**src/rtl/output_port_arbiter_if.sv**
```systemverilog
// Switch-allocator handshake bundle for one router output port.
// Flit-type codes default here unless a shared parameters file defines them first.
`ifndef HEADER
`define HEADER 3'd1
`endif
`ifndef PAYLOAD
`define PAYLOAD 3'd2
`endif
`ifndef TAIL
`define TAIL 3'd3
`endif

interface output_port_arbiter_if #(
  parameter int NUM_REQ = 5,
  parameter int CNT_W   = 3
);
  logic [NUM_REQ-1:0]   req;
  logic [3*NUM_REQ-1:0] flit_id;
  logic                 credit_in;
  logic [NUM_REQ-1:0]   grant;
  logic                 xfer;
  logic [CNT_W-1:0]     credits;
  logic                 busy;
  logic                 timeout_flag;

  modport master (
    output req, flit_id, credit_in,
    input  grant, xfer, credits, busy, timeout_flag
  );

  modport slave (
    input  req, flit_id, credit_in,
    output grant, xfer, credits, busy, timeout_flag
  );
endinterface

```
**src/rtl/output_port_arbiter.sv**
```systemverilog
// Wormhole round-robin output allocator with downstream credit tracking.
// Optional forced release of a stalled lock: define ARB_TIMEOUT_EN.
module output_port_arbiter #(
  parameter int NUM_REQ   = 5,
  parameter int BUF_DEPTH = 4,
  parameter int CNT_W     = 3,
  parameter int TIMEOUT   = 16
) (
  input logic                  clk,
  input logic                  rst,
  output_port_arbiter_if.slave arb
);
  localparam int IW = $clog2(NUM_REQ);
  localparam logic [0:0] IDLE = 1'b0;
  localparam logic [0:0] LOCK = 1'b1;

  logic [0:0]         state_q, state_d;
  logic [NUM_REQ-1:0] grant_q, grant_d;
  logic [IW-1:0]      gidx_q, gidx_d;
  logic [IW-1:0]      rr_ptr_q, rr_ptr_d;
  logic [CNT_W-1:0]   cred_q, cred_d;
  logic               tflag_q, tflag_d;

  logic [2:0]         fid [NUM_REQ];
  logic [NUM_REQ-1:0] cand;
  logic               found;
  logic [IW-1:0]      pick, idx;
  logic               xfer, is_tail, tmo_hit;

  for (genvar i = 0; i < NUM_REQ; i++) begin : g_req
    assign fid[i]  = arb.flit_id[3*i +: 3];
    assign cand[i] = arb.req[i] & (fid[i] == `HEADER);
  end

  // First header candidate at or after the round-robin pointer
  always_comb begin
    found = 1'b0;
    pick  = '0;
    idx   = '0;
    for (int k = 0; k < NUM_REQ; k++) begin
      idx = IW'((int'(rr_ptr_q) + k) % NUM_REQ);
      if (!found && cand[idx]) begin
        found = 1'b1;
        pick  = idx;
      end
    end
  end

  assign xfer = (state_q == LOCK) & arb.req[gidx_q]
              & (cred_q != '0) & ~rst;
  assign is_tail = (fid[gidx_q] == `TAIL);

  always_comb begin
    cred_d = cred_q;
    if (xfer && !arb.credit_in)
      cred_d = cred_q - CNT_W'(1);
    else if (!xfer && arb.credit_in
             && cred_q != CNT_W'(BUF_DEPTH))
      cred_d = cred_q + CNT_W'(1);
  end

`ifdef ARB_TIMEOUT_EN
  localparam int TW = $clog2(TIMEOUT + 1);
  logic [TW-1:0] idle_q, idle_d;

  always_comb begin
    idle_d  = '0;
    tmo_hit = 1'b0;
    if (state_q == LOCK && !xfer) begin
      if (idle_q == TW'(TIMEOUT - 1))
        tmo_hit = 1'b1;
      else
        idle_d = idle_q + TW'(1);
    end
  end

  always_ff @(posedge clk) begin
    if (rst) idle_q <= '0;
    else     idle_q <= idle_d;
  end
`else
  logic unused_tmo;
  assign unused_tmo = (TIMEOUT == 0);
  assign tmo_hit    = 1'b0;
`endif

  always_comb begin
    state_d  = state_q;
    grant_d  = grant_q;
    gidx_d   = gidx_q;
    rr_ptr_d = rr_ptr_q;
    tflag_d  = tflag_q | tmo_hit;
    unique case (1'b1)
      (state_q == IDLE): begin
        if (found) begin
          state_d = LOCK;
          gidx_d  = pick;
          grant_d = NUM_REQ'(1) << pick;
        end
      end
      (state_q == LOCK): begin
        if ((xfer && is_tail) || tmo_hit) begin
          state_d  = IDLE;
          grant_d  = '0;
          rr_ptr_d = (gidx_q == IW'(NUM_REQ - 1))
                   ? '0 : gidx_q + IW'(1);
        end
      end
    endcase
  end

  always_ff @(posedge clk) begin
    if (rst) begin
      state_q  <= IDLE;
      grant_q  <= '0;
      gidx_q   <= '0;
      rr_ptr_q <= '0;
      cred_q   <= CNT_W'(BUF_DEPTH);
      tflag_q  <= 1'b0;
    end else begin
      state_q  <= state_d;
      grant_q  <= grant_d;
      gidx_q   <= gidx_d;
      rr_ptr_q <= rr_ptr_d;
      cred_q   <= cred_d;
      tflag_q  <= tflag_d;
    end
  end

  assign arb.grant        = grant_q;
  assign arb.xfer         = xfer;
  assign arb.credits      = cred_q;
  assign arb.busy         = (state_q == LOCK);
  assign arb.timeout_flag = tflag_q;
endmodule

```
**src/flat_wrapper.sv**
```systemverilog
// flat-port wrapper written by rule: the top's interface ports become plain ports
module output_port_arbiter_flat 
#(
  parameter int NUM_REQ   = 5,
  parameter int BUF_DEPTH = 4,
  parameter int CNT_W     = 3,
  parameter int TIMEOUT   = 16
)
  (clk, rst, arb_req, arb_flit_id, arb_credit_in, arb_grant, arb_xfer, arb_credits, arb_busy, arb_timeout_flag);
  output_port_arbiter_if #(.NUM_REQ(NUM_REQ), .CNT_W(CNT_W)) arb_i ();
  input logic clk;
  input logic rst;
  input wire logic [$bits(arb_i.req)-1:0] arb_req;
  input wire logic [$bits(arb_i.flit_id)-1:0] arb_flit_id;
  input wire logic [$bits(arb_i.credit_in)-1:0] arb_credit_in;
  output wire logic [$bits(arb_i.grant)-1:0] arb_grant;
  output wire logic [$bits(arb_i.xfer)-1:0] arb_xfer;
  output wire logic [$bits(arb_i.credits)-1:0] arb_credits;
  output wire logic [$bits(arb_i.busy)-1:0] arb_busy;
  output wire logic [$bits(arb_i.timeout_flag)-1:0] arb_timeout_flag;
  assign arb_i.req = arb_req;
  assign arb_i.flit_id = arb_flit_id;
  assign arb_i.credit_in = arb_credit_in;
  assign arb_grant = arb_i.grant;
  assign arb_xfer = arb_i.xfer;
  assign arb_credits = arb_i.credits;
  assign arb_busy = arb_i.busy;
  assign arb_timeout_flag = arb_i.timeout_flag;
  output_port_arbiter #(.NUM_REQ(NUM_REQ), .BUF_DEPTH(BUF_DEPTH), .CNT_W(CNT_W), .TIMEOUT(TIMEOUT)) u_core (.clk(clk), .rst(rst), .arb(arb_i));
endmodule
```
**config.mk**
```make
export PLATFORM = sky130hd
export DESIGN_NAME = output_port_arbiter_flat
export DESIGN_NICKNAME = d
export VERILOG_FILES = /design/src/rtl/output_port_arbiter_if.sv /design/src/rtl/output_port_arbiter.sv /design/src/flat_wrapper.sv
export SDC_FILE = /design/constraint.sdc
export NUM_CORES = 1
export LEC_CHECK = 0
export ABC_AREA = 1
export CAP_MARGIN = 30
export CORE_UTILIZATION = 61
export DETAILED_ROUTE_END_ITERATION = 7
export HOLD_SLACK_MARGIN = 0.02
export PLACE_DENSITY = 0.91
export SLEW_MARGIN = 20
export SYNTH_ARGS = -nofsm -noshare
export SYNTH_HDL_FRONTEND = slang
export SYNTH_SLANG_ARGS = --single-unit
export TNS_END_PERCENT = 20
```
**constraint.sdc**
```tcl
create_clock -name clk -period 6.75 [get_ports clk]
set_clock_uncertainty 0.2 [all_clocks]
set_input_delay 1.35 -clock clk [delete_from_list [all_inputs] [get_ports clk]]
set_output_delay 1.35 -clock clk [all_outputs]
set_load 0.005 [all_outputs]
```
==> reports/metrics.cfg <==
[worst_setup_path]
critical_path.reg2reg.endpoint=u_core.arb.grant[2]$_SDFFE_PP0P_
worstReg2RegStart=u_core.rr_ptr_q[0]$_SDFFE_PP0P_
critPathMaxStageDelay_ns=0.72
crit_path_top_delay_cell=sky130_fd_sc_hd__clkdlybuf4s50_1
cp_data_arrival_time_ns=3.11
worst-endpoint-required_ns=5.20
critical_path_maximum_fanout=14
end_kind=primary output
r2r_slack_ns=2.29
cpLargestDelayFamily=buffers and inverters
cp_common_cell=sky130_fd_sc_hd__clkdlybuf4s50_1
path_buf_inv=3
startpoint_type=primary input
timing.critical_path.cells=clkdlybuf4s50_1 > a311oi_1 > nand2_1 > inv_1 > clkdlybuf4s50_1
kind_of_critical_path=in -> out
worst-path-stages=5
r2r_cells=25

[clocking]
post-cts-setup-buffers=0
cts.repair.resized=0
holdBufCountCts=0
numCtsBuffers=3
clock_tree.htree_level_count=1
clock_tree.root_cell=sky130_fd_sc_hd__clkbuf_8
clock_latency_ns=0.25
clk_path_buf_depth=2
tritoncts_clock_tree=done
cts.sink_count=15
cts_clk_pin_slew_worst_paths_ns=0.06

[sta]
worst_slew_margin_rel_pct=55.6
unrepaired_setup_endpoints_after_global_routing=no
setup_viol=0
worst-slew-pin-transition_ns=0.665
number_of_hold_slack_violations_in_the_final_timing_report=0
timing.hold.ws_ns=0.290
fmax_mhz=215
finalWorstPathRequiredPeriod_ns=4.66
timing_max_transition_violations_final=0
post-route-period-util_pct=69.0
setup-tns-final_ns=0

[final_layout]
multi_input_area_um2=1810
antennaDiodeCount=0
nFillCells=307
ff_latch_area_um2=300
layout.core_utilization_pct=74.4
layout-drive-gt1-share_pct=17.7
finish.instance_area_um2=2790
layout-area-overhead-vs-synth_pct=14.8
fin_nets=449

[hold_path]
holdPathStages=1
holdPathEnd=u_core.arb.credits[0]$_SDFFE_PP0P_
hold_class=reg -> reg
min_from=u_core.arb.credits[0]$_SDFFE_PP0P_

[flow_run]
max_cap_violations=0

[grt]
overflow=0
grt_pass1_wl_mm=9.65
grt_pass1_vias=2359
grt_usage_pct=28.2
largest_net_degree_at_the_start_of_global_routing=16
antenna_found_initial=0

[run_status]
status=completed

[power_and_ir_drop]
power_mw=0.610
static-leakage-power_nw=1.37
worst_ir_drop_vdd_mv=0.237
p_per_area_nw_per_um2=219

[logic_synthesis]
synth-main-ff-cell=sky130_fd_sc_hd__dfxtp_1
yosys_warnings=0
netlist_top_cells_area=sky130_fd_sc_hd__nand2_1 13%, sky130_fd_sc_hd__dfxtp_1 12%, sky130_fd_sc_hd__ha_1 12%
synth_sequential_area_ratio_pct=12.4
synth_top_cell_area_share_pct=12.5
number_of_distinct_standard_cells_referenced_by_the_synthesized_netlist=47
cell_type_contributing_the_most_total_cell_area_after_synthesis=sky130_fd_sc_hd__nand2_1
syn_nets=421
synthesis.instances=374
yosys_register_bits=15
synth_async_sr_flop_share_pct=0
post_synth_edffs=0
syn-cell-area_um2=2430
synthesis.area_per_instance_um2=6.49

[route]
drt-pass1-iter-count=4
vias=2415
route.detailed.drc=0
routed_wire_length_per_instance_um=12.3
dr.first_iter.drc_count=131
ant_nets=0
drt-total-wl_mm=5.53
routed_via_density=5.38

[placement]
globalplace.congestion=0.884
placed_cell_area_um2=2740
detailedPlacementHpwl_mm=4.51
numPortBuffers=32

[floorplanning]
core.rowCount=22
initial_core_utilization_pct=64.8
full_die_area_um2=4240
placeableCoreArea_um2=3740
total_i_o_pin_count=34
fp.dieW_um=65.1
die_height_um=65.1

## logic make-up (layout without fill, tap and decap cells)
family                   count (synthesis)  after routing  share of synthesized area (%)
XOR/XNOR                                 5              5                           1.80
AND/OR/NAND/NOR                        204            204                           45.8
AO/OA/AOI/OAI                           50             50                           14.1
other                                    1              1                          0.154
adder cells (fa/ha/maj)                 24             24                           12.7
buffers and inverters                   75            102                           13.0
flip-flops                              15             15                           12.4
## registers in the layout, summed over array words and instances (netlist names)
signal / cells
u_core.arb.credits: 3
u_core.gidx_q: 3
u_core.rr_ptr_q: 3
u_core.arb.grant: 5
u_core.arb.busy: 1
## worst max-delay path by stage
| stage | slack [ns] | to | startpoint |
|---|---|---|---|
| 2_1_floorplan | 3.18 | u_core.gidx_q[0]$_SDFFE_PP0P_ | u_core.rr_ptr_q[1]$_SDFFE_PP0P_ |
| 4_1_cts | 2.10 | arb_xfer | rst |
| 3_3_place_gp | 2.15 | arb_xfer | rst |
| 3_5_place_dp | 2.08 | arb_xfer | rst |
| 5_1_grt | 2.01 | arb_xfer | rst |
| 6_report | 2.09 | arb_xfer | rst |
## routing by layer
layer,part of all wire [%],vias to the layer above,track usage [%]
li1,-,1281,-
met1,47,1080,33.4
met2,49,43,52.9
met3,2.2,11,2.11
met4,1.8,0,8.97
met5,0,-,0
## cells in the final DEF, fill, tap and decap left out, drive strengths merged, types with 2 or more instances in the layout
cell type      count
clkbuf             4
nand2            101
nand3b             2
o21ai             17
clkdlybuf4s50     32
dfxtp             15
xnor2              2
nor2              20
a211oi             3
a21oi             21
ha                23
nand4              9
inv               65
nor3               4
o211ai             2
nor4               2
xor2               3
nand3             65
## area by class of cell
cell class	count	area share [%]
repair buffers	32	11.5
inverters	66	8.98
multi-input cells	284	65.0
well taps	48	2.16
flip-flops and latches	15	10.8
clock buffers	4	1.62
## metrics by stage
stage | setup slack [ns] | cells
final | 2.09 | 449
after global routing | 2.01 | 449
after CTS | 2.10 | 449
after detailed placement | 2.08 | 445
after global placement | 2.15 | 445
after floorplan | 3.18 | 374
## cells in the mapped netlist (all sizes together) (2+ instances only)
cell,number
xor2,3
a21oi,21
nand3,65
clkbuf,3
buf,6
inv,65
a211oi,3
nand3b,2
ha,23
dfxtp,15
nor2,20
o211ai,2
o21ai,17
nand4,9
nor4,2
xnor2,2
nor3,4
nand2,101
## power by group
group	total, mW	switching, mW	leakage [nW]	internal (mW)
combinational	0.402	0.241	1.23	0.161
sequential	0.138	0.0255	0.122	0.112
clock	0.0707	0.0289	0.0228	0.0418
## worst reg2reg max path: cells and delay by family, from the launching register on
kind / cells / cell delay (ns)
flip-flops: 1 / 0.74
XOR/XNOR: 1 / 0.19
AO/OA/AOI/OAI: 2 / 0.23
adder cells (fa/ha/maj): 3 / 1.03
buffers and inverters: 8 / 0.92
AND/OR/NAND/NOR: 11 / 1.08
(Power assumes the default switching activity.)
==> patch, RTL diff (config.mk and constraints unchanged) <==
`CNT_W` is set to 3 in 3 places; all go to 6.
--- a/src/rtl/output_port_arbiter_if.sv
+++ b/src/rtl/output_port_arbiter_if.sv
@@ -13,5 +13,5 @@
 interface output_port_arbiter_if #(
   parameter int NUM_REQ = 5,
-  parameter int CNT_W   = 3
+  parameter int CNT_W   = 6
 );
   logic [NUM_REQ-1:0]   req;
--- a/src/rtl/output_port_arbiter.sv
+++ b/src/rtl/output_port_arbiter.sv
@@ -4,5 +4,5 @@
   parameter int NUM_REQ   = 5,
   parameter int BUF_DEPTH = 4,
-  parameter int CNT_W     = 3,
+  parameter int CNT_W     = 6,
   parameter int TIMEOUT   = 16
 ) (
--- a/src/flat_wrapper.sv
+++ b/src/flat_wrapper.sv
@@ -4,5 +4,5 @@
   parameter int NUM_REQ   = 5,
   parameter int BUF_DEPTH = 4,
-  parameter int CNT_W     = 3,
+  parameter int CNT_W     = 6,
   parameter int TIMEOUT   = 16
 )
Interface: changed (resized arb_credits); port bits go from 34 to 37. The function was not compared with the original's and may differ.
==> patch against the original RTL <==
Global-route usage is 2.0 points higher; largest cell class unchanged; sequential cell count is 3 higher; power is 21% higher; design area is 8.2% higher; count of clock-buffer cells in the layout is 1 lower; synthesized cell count is 13% higher; synthesized area is 6.3% higher; non-clock buffer count is 3 higher; worst setup slack better by 0.053 ns; via count is 16% higher; hold slack worse by 0.016 ns; fmax is 1.2% higher; wire length is 15% higher.
==> patch: results (changes against the original RTL) <==
total number of vias 2796 (+16%); most common library cells after synthesis 112 x nand2_1, 71 x inv_1, 51 x nand3_1, 27 x ha_1, 27 x nor2_1; leakage dissipation 1.59 nW (+16%); portion of the post-synthesis area used by sequential elements 14.0% (+1.6 points); GRT Resource Usage Total 30.1% (+2.0 points); internal power 376 uW (+19%); cell area reported after detailed placement 2970 sq um (+8.4%); Mapped Nets 475 (+13%); largest net degree at the start of global routing 17 (+1); Seq power 181 uW (+31%); routing usage on met3 4.62% (+2.5 points); outcome finished, final reports clean; Slew Limit Headroom 54.2% (-1.4 points); met3 layer wire length in the routed design 337 microns (+170%); most area-consuming cells after synthesis nand2_1 16%, dfxtp_1 14%, ha_1 13%; M1 WL 2960 microns (+15%); fraction of met2 tracks used by global routing 51.2% (-1.6 points); number of different library cells in the post-synthesis netlist 40 (-15%); Syn. warnings 0 (unchanged); global-route wire length before repair 10600 microns (+9.3%); Post-DP HPWL 5270 microns (+17%); global routing usage on met1 39.9% (+6.5 points); drt first pass iters 5 (+1); Port Buffer Count 35 (+9.4%); Crit Path Max Fanout 10 (-4); total length of routed met2 wires 3010 microns (+10%); max reg flops 6 (+1)
## patch: layout make-up
type / instances / share of cell area (%)
inverters: 76 / 9.55
multi-input cells: 326 / 63.4
flip-flops and latches: 18 / 12.0
repair buffers: 35 / 11.6
clock buffers: 3 / 1.37
well taps: 50 / 2.08
## patch: stage by stage
stage | hold WS [ns] | worst slack, ns | total power [mW] | instances | util (%)
2_1_floorplan | 0.249 | 2.98 | 0.513 | 424 | -
3_3_place_gp | 0.254 | 2.26 | 0.640 | 505 | 73.8
3_5_place_dp | 0.258 | 2.16 | 0.657 | 505 | 73.8
4_1_cts | 0.271 | 2.17 | 0.735 | 508 | 74.8
5_1_grt | 0.302 | 1.75 | 0.802 | 508 | 74.8
6_report | 0.275 | 2.14 | 0.739 | 508 | 74.8
## patch: worst paths after layout
| path | startpoint | to | slack (ns) | cells after the start |
|---|---|---|---|---|
| worst max-delay path | rst | arb_xfer | 2.14 | 7 |
| worst min register to register | u_core.arb.grant[1] | u_core.arb.grant[1] | 0.27 | 2 |
| worst max register to register | u_core.rr_ptr_q[0] | u_core.arb.grant[4] | 2.14 | 28 |
| worst min-delay path | u_core.arb.grant[1] | u_core.arb.grant[1] | 0.27 | 2 |
## patch: cells by family (layout without fill, tap and decap cells)
group / count (synthesis) / count (layout) / share of synthesized area (%)
adders and majority gates: 28 / 28 / 13.9
AOI/OAI and AO/OA: 61 / 61 / 14.3
buffers and inverters: 80 / 114 / 11.9
xor gates and xnor gates: 8 / 8 / 3.01
and+or+nand+nor: 228 / 228 / 42.8
DFF: 18 / 18 / 14.0
other: 1 / 1 / 0.145
## patch: tightest hold or removal path, stage by stage (launching register included)
cell     delay [ns]
dfxtp_1        0.31
nand2_1        0.06
a21oi_1        0.06
